==> src/rtl/dlx_mem_arbiter.sv <==
// Shares one single-ported memory bus between the uDLX fetch and data ports.
// One transaction at a time, data before fetch, core stalled until all requested accesses finish.
module dlx_mem_arbiter #(
  parameter int DATA_WIDTH      = 32,
  parameter int INST_ADDR_WIDTH = 20,
  parameter int DATA_ADDR_WIDTH = 32,
  parameter int MEM_ADDR_WIDTH  = 32,
  parameter int TIMEOUT_CYCLES  = 255
) (
  input  logic                       clk,
  input  logic                       rst,
  input  logic                       instr_rd_en,
  input  logic [INST_ADDR_WIDTH-1:0] instr_addr,
  output logic [DATA_WIDTH-1:0]      instruction,
  input  logic                       data_rd_en,
  input  logic                       data_wr_en,
  input  logic [DATA_ADDR_WIDTH-1:0] data_addr,
  input  logic [DATA_WIDTH-1:0]      data_write,
  output logic [DATA_WIDTH-1:0]      data_read,
  output logic                       core_stall,
  output logic                       mem_req,
  output logic                       mem_we,
  output logic [MEM_ADDR_WIDTH-1:0]  mem_addr,
  output logic [DATA_WIDTH-1:0]      mem_wdata,
  input  logic [DATA_WIDTH-1:0]      mem_rdata,
  input  logic                       mem_ack,
  output logic                       bus_error
);

  typedef enum logic [1:0] {S_IDLE, S_ACCESS, S_RESP} state_t;
  typedef enum logic {PORT_INST, PORT_DATA} port_t;

  // Abort fires in the ACCESS cycle whose count would reach TIMEOUT_CYCLES.
  localparam logic [7:0] TO_LAST = 8'(TIMEOUT_CYCLES - 1);

  state_t                    state_q, state_d;
  port_t                     port_q, port_d;
  logic [7:0]                cnt_q, cnt_d;
  logic                      done_i_q, done_i_d;
  logic                      done_d_q, done_d_d;
  logic                      bus_error_q, bus_error_d;
  logic                      mem_req_q, mem_req_d;
  logic                      mem_we_q, mem_we_d;
  logic [MEM_ADDR_WIDTH-1:0] mem_addr_q, mem_addr_d;
  logic [DATA_WIDTH-1:0]     mem_wdata_q, mem_wdata_d;
  logic [DATA_WIDTH-1:0]     instruction_q, instruction_d;
  logic [DATA_WIDTH-1:0]     data_read_q, data_read_d;

  logic data_req, pend_d, pend_i;

  assign data_req   = data_rd_en | data_wr_en;
  assign pend_d     = data_req & ~done_d_q;
  assign pend_i     = instr_rd_en & ~done_i_q;
  assign core_stall = pend_d | pend_i;

  assign mem_req     = mem_req_q;
  assign mem_we      = mem_we_q;
  assign mem_addr    = mem_addr_q;
  assign mem_wdata   = mem_wdata_q;
  assign instruction = instruction_q;
  assign data_read   = data_read_q;
  assign bus_error   = bus_error_q;

  always_comb begin
    state_d       = state_q;
    port_d        = port_q;
    cnt_d         = cnt_q;
    done_i_d      = done_i_q;
    done_d_d      = done_d_q;
    bus_error_d   = bus_error_q;
    mem_req_d     = mem_req_q;
    mem_we_d      = mem_we_q;
    mem_addr_d    = mem_addr_q;
    mem_wdata_d   = mem_wdata_q;
    instruction_d = instruction_q;
    data_read_d   = data_read_q;

    case (state_q)
      S_IDLE: begin
        cnt_d = '0;
        if (pend_d) begin
          port_d      = PORT_DATA;
          mem_we_d    = data_wr_en;
          mem_addr_d  = MEM_ADDR_WIDTH'(data_addr);
          mem_wdata_d = data_write;
          mem_req_d   = 1'b1;
          state_d     = S_ACCESS;
        end else if (pend_i) begin
          port_d     = PORT_INST;
          mem_we_d   = 1'b0;
          mem_addr_d = MEM_ADDR_WIDTH'(instr_addr);
          mem_req_d  = 1'b1;
          state_d    = S_ACCESS;
        end
      end
      S_ACCESS: begin
        cnt_d = cnt_q + 8'd1;
        if (mem_ack || cnt_q == TO_LAST) begin
          mem_req_d = 1'b0;
          state_d   = S_RESP;
          if (!mem_ack) bus_error_d = 1'b1;
          // A timed-out read returns zero; writes never touch data_read.
          if (port_q == PORT_DATA) begin
            done_d_d = 1'b1;
            if (!mem_we_q) data_read_d = mem_ack ? mem_rdata : '0;
          end else begin
            done_i_d      = 1'b1;
            instruction_d = mem_ack ? mem_rdata : '0;
          end
        end
      end
      S_RESP: begin
        cnt_d   = '0;
        state_d = S_IDLE;
      end
      default: state_d = S_IDLE;
    endcase

    // Core advances this cycle, so its next requests count as new ones.
    if (!core_stall) begin
      done_i_d = 1'b0;
      done_d_d = 1'b0;
    end
  end

  always_ff @(posedge clk) begin
    if (rst) begin
      state_q       <= S_IDLE;
      port_q        <= PORT_INST;
      cnt_q         <= '0;
      done_i_q      <= 1'b0;
      done_d_q      <= 1'b0;
      bus_error_q   <= 1'b0;
      mem_req_q     <= 1'b0;
      mem_we_q      <= 1'b0;
      mem_addr_q    <= '0;
      mem_wdata_q   <= '0;
      instruction_q <= '0;
      data_read_q   <= '0;
    end else begin
      state_q       <= state_d;
      port_q        <= port_d;
      cnt_q         <= cnt_d;
      done_i_q      <= done_i_d;
      done_d_q      <= done_d_d;
      bus_error_q   <= bus_error_d;
      mem_req_q     <= mem_req_d;
      mem_we_q      <= mem_we_d;
      mem_addr_q    <= mem_addr_d;
      mem_wdata_q   <= mem_wdata_d;
      instruction_q <= instruction_d;
      data_read_q   <= data_read_d;
    end
  end

endmodule

==> config.mk <==
export PLATFORM = sky130hd
export DESIGN_NAME = dlx_mem_arbiter
export DESIGN_NICKNAME = d
export VERILOG_FILES = /design/src/rtl/dlx_mem_arbiter.sv
export SDC_FILE = /design/constraint.sdc
export NUM_CORES = 1
export LEC_CHECK = 0
export ABC_AREA = 1
export CORE_MARGIN = 2
export CORE_UTILIZATION = 48
export CTS_BUF_LIST = sky130_fd_sc_hd__clkbuf_2
export CTS_CLUSTER_DIAMETER = 60
export DETAILED_ROUTE_END_ITERATION = 12
export MAX_ROUTING_LAYER = met4
export PLACE_DENSITY = 0.88
export SYNTH_ARGS = -nofsm -noshare
export SYNTH_HDL_FRONTEND = slang
export SYNTH_SLANG_ARGS = --single-unit
==> constraint.sdc <==
create_clock -name clk -period 3 [get_ports clk]
set_input_delay 0.6 -clock clk [delete_from_list [all_inputs] [get_ports clk]]
set_output_delay 0.6 -clock clk [all_outputs]
set_load 0.05 [all_outputs]
* Yosys cells after proc, flatten, opt, wreduce, memory -nomap -nowiden
Index checks and enable logic that the tools add are counted.
Widths: inputs -> output; s select.
** Storage, ports and cells
- Register bits after elaboration :: 144
- Input port bits :: 122
- Output and inout port bits :: 132
** Cells by class
- $add $sub $neg :: 1
- Eq/ne operators :: 5
- Muxes and demuxes :: 15
- Bitwise operators :: 10
- Reduce and logical (&&, ||, !) cells :: 15
** Operator list (number)
- $mux 32 :: 3
- $pmux 8 s2 :: 1
- $reduce_and 3->1 :: 4
- $add 8x1->8 const B :: 1
- $eq 8x8->1 const B :: 1
- $mux 1 :: 6
- $mux 2 :: 3
- $not 1->1 :: 6
- $reduce_and 2->1 :: 3
- $reduce_bool 2->1 :: 3
- $pmux 2 s2 :: 1
- $reduce_and 4->1 :: 1
- $reduce_or 2->1 :: 2
- $ne 3x3->1 const B :: 1
- $and 1x1->1 :: 2
- $eq 2x1->1 const B :: 1
- $eq 2x2->1 const B :: 1
- $logic_not 2->1 :: 1
- $ne 2x2->1 const B :: 1
- $or 1x1->1 :: 2
- $pmux 1 s2 :: 1
- $logic_or 1x1->1 :: 1

* Longest topological paths before layout
- Word-level depth :: 5
- Gate-level depth with buffers :: 11
- Depth with buffers taken out :: 10

* Least setup slack after synthesis
OpenSTA, ideal clock, no wires.
- Path type :: input-to-output
- From :: input port data_wr_en
- To :: output port core_stall
- Arrival time :: 1.489 ns
- Required time :: 2.400 ns
- Path slack :: 0.911 ns
- Stages :: 3
- Path buffers :: 1
- Path through :: o21ai_1 > nand2_1 > clkbuf_1
** Between the ends
- Cells in the longest elaborated chain, start to end :: 3
** RTL lines
- from (decl) :: line 16 : input logic data_wr_en,
- $or 1x1->1 :: line 51 : assign data_req = data_rd_en | data_wr_en;
- $and 1x1->1 :: line 52 : assign pend_d = data_req & ~done_d_q;
- $or 1x1->1 :: line 54 : assign core_stall = pend_d | pend_i;
- to (decl) :: line 20 : output logic core_stall,
Every way passes these cells.

* Final worst setup path
- From :: register mem_addr_q[25] (netlist: mem_addr[25])
- To :: output port mem_addr[25]
** RTL lines
- from (decl) :: line 44 : logic [MEM_ADDR_WIDTH-1:0] mem_addr_q, mem_addr_d;
- from (signal assigned) :: line 149 : mem_addr_q <= mem_addr_d;
- to (decl) :: line 23 : output logic [MEM_ADDR_WIDTH-1:0] mem_addr,
No word-level cell between the ends.

==> out/qor.csv <==
stage;metric;value;unit
final_layout;regArea;2880;µm²
drt;drt_wl_total;17800;µm
synth;syn_avg_cell_area;6.67;µm²
place;dp_cells;1311;
place;port_buffers;253;
worst_setup_path;path_class;reg2out;
power_and_ir_drop;power_leakage;4.12;nW
drt;ant_nets;0;
final_layout;area_growth;44.2;%
timing;min_period_over_period;85.1;%
cts;clkTransAtPathRegs;190;ps
worst_setup_path;cp_max_fo;2;
synth;ys_seq_area_share;46.2;%
timing;slew_violations;0;
timing;fmax;392;MHz
floorplanning;die_area;13900;µm²
cts;cts_buffers;17;
place;dpl.hpwl;12900;µm
synth;ys_ff_latch;144;
timing;rsz0062_at_grt;no;
place;gp_congestion;0.851;
cts;clock_latency;690;ps
drt;wl_met2;8370;µm
drt;wl_met1;7600;µm
global_route;grtUsageTotal;26.5;%
worst_setup_path;cp_slowest_stage_delay;880;ps
power_and_ir_drop;vdd_drop_max;0.286;mV
global_route;grt_first_pass_wirelength;28900;µm
drt;num_vias;6377;
power_and_ir_drop;power_density;520;nW/µm²
final_layout;nNetsFinal;1282;
synth;yosysTopAreaCellShare;46.2;%
final_layout;final_cells;1343;
synth;yosysTopAreaCell;dfxtp_1;
synth;async_flop_share;0;%
timing;worstMarginPinSlew;659;ps
power_and_ir_drop;p_total;4.68;mW
synth;yosys_warnings;0;
synth;syn-num-nets;1059;
floorplanning;die_x;118;µm
synth;synth_most_common_cell;nand2_1;
worst_setup_path;r2r_cells;10;
synth;yosysUniqueCellTypes;24;
floorplanning;initial_core_util;49.2;%
worst_setup_path;crit_slowest_cell;clkdlybuf4s50_1;
worst_setup_path;crit_family;buffers and inverters;
synth;synth_commonest_cells;285 x nand2_1, 144 x dfxtp_1, 137 x nor2_1, 115 x inv_1, 77 x a21oi_1;
drt;drt_iter0_markers;464;
floorplanning;core_area;12700;µm²
drt;top_layer_used;met4;
synth;yosys-top-cells-area;dfxtp_1 46%, nand2_1 17%, nor2_1 8.2%;
outcome;status;complete, no violations;
drt;drt-pass1-iter-count;5;
timing;finalSetupViolations;0;
worst_setup_path;required;2400;ps
worst_setup_path;arrival;1950;ps
cts;htree_levels;4;
worst_setup_path;start_kind;flip-flop;
timing;finClkSkew;24.4;ps
cts;post-cts-setup-buffers;0;
timing;setup-tns-final;0;ps
job;maxCapViolCount;0;
synth;synth-main-ff-cell;dfxtp_1;
hold_path;hold_path_class;in2reg;
cts;tritoncts;built;
drt;drc_errors;0;
hold_path;hold_depth;2;
synth;synth_edf_count;0;
drt;route.detailed.wl_per_inst;13.3;µm
cts;clockBufferDepth;2;
cts;cts_hold_buf;0;
drt;vias_per_cell;4.75;
cts;ctsResizeCount;0;
worst_setup_path;crit_cells;1;
floorplanning;dieHeight;118;µm
final_layout;fillers;1057;
timing;slew_headroom;56.0;%
final_layout;multi_input_area;2620;µm²
global_route;antenna_found_initial;1;
global_route;grt_pass1_vias;5944;
worst_setup_path;path_buf_inv;1;
global_route;grt-ovfl-total;0;
timing;period_needed;2550;ps
floorplanning;io_pins;254;
drt;wl_met3;1440;µm
worst_setup_path;critPathCaptureType;output pin;
timing;holdWs;386;ps
synth;synth_area;6230;µm²
timing;hold_violations;0;
worst_setup_path;critical_path.cell_chain;clkdlybuf4s50_1;
cts;cts-root-buf;clkbuf_2;
floorplanning;row_count;41;
synth;postSynthCellCount;935;
global_route;grt_max_degree;55;
final_layout;drive_gt1_share;4.53;%
cts;clock-sinks;144;
==> worst paths after layout <==
kind                startpoint              end  slack (ps)
setup / recovery  mem_addr[25]     mem_addr[25]         450
hold / removal             rst     mem_addr[31]         390
setup reg to reg      cnt_q[0]  instruction[12]         810
hold reg to reg   mem_wdata[9]     mem_wdata[9]         470
==> metrics by stage <==
step / cell area, µm² / setup slack, ps / util (%)
6_report: 8990 / 448 / 70.9
5_1_grt: 8990 / 345 / 70.9
4_1_cts: 8980 / 361 / 70.9
3_5_place_dp: 8780 / 440 / 69.3
3_3_place_gp: 8780 / 540 / 69.3
2_1_floorplan: 6230 / 911 / -
==> sequential cells by signal, indices dropped and copies added, names as in the netlist, 2 cells and up <==
name	cells
data_read	32
state_q	2
cnt_q	8
mem_addr	32
mem_wdata	32
instruction	32
==> routing by layer <==
metal  up-vias  global-route usage (%)
li1       3309                       -
met4         0                    9.26
met3        27                    8.33
met5         -                       -
met1      2802                    31.9
met2       239                    42.0
==> final cells by class <==
class / instances / area share, %
Tap cell: 172 / 2.39
Inverter: 121 / 5.05
Clock buffer: 22 / 1.23
Antenna cell: 1 / 0.0278
Timing Repair Buffer: 264 / 29.0
Multi-Input combinational cell: 610 / 29.2
Clock inverter: 9 / 1.03
Sequential cell: 144 / 32.1
==> power breakdown <==
part           switching, mW  internal [mW]  total (mW)
logic                  0.969          0.533        1.50
clock network          0.650          0.380        1.03
registers             0.0798           2.06        2.14
==> cell families (layout without fill, tap and decap cells) <==
family	after synthesis	after routing	share of synthesized area, %
AOI/OAI and AO/OA	102	102	8.25
adders and majority gates	2	2	0.401
buffers and inverters	181	416	11.8
DFF	144	144	46.2
other	0	1	0
and+or+nand+nor	506	506	33.3
==> layout by cell type, fill, tap and decap left out, types with 2 or more instances in the layout <==
master / n
nand3_1: 50
nand3_4: 2
nor2_1: 137
o21ai_0: 16
dfxtp_1: 144
o21ai_1: 8
inv_2: 6
nor2_4: 2
clkdlybuf4s50_1: 251
buf_4: 12
bufinv_16: 2
clkinv_1: 4
nand2_1: 285
clkinv_2: 2
ha_1: 2
clkbuf_2: 22
a21oi_1: 77
nand4_1: 24
inv_1: 115
==> worst register-to-register path: stages, from the launching register on <==
cell and delay, ps:
dfxtp_1 360, inv_1 140, ha_1 170, nand2_1 50, nor2_1 120, nand2_1 120, nand2_4 260, nand3_4 540
nand2_1 220, nand2_1 60, nor2_1 90
Note: power is estimated with default switching activity, not from simulation.
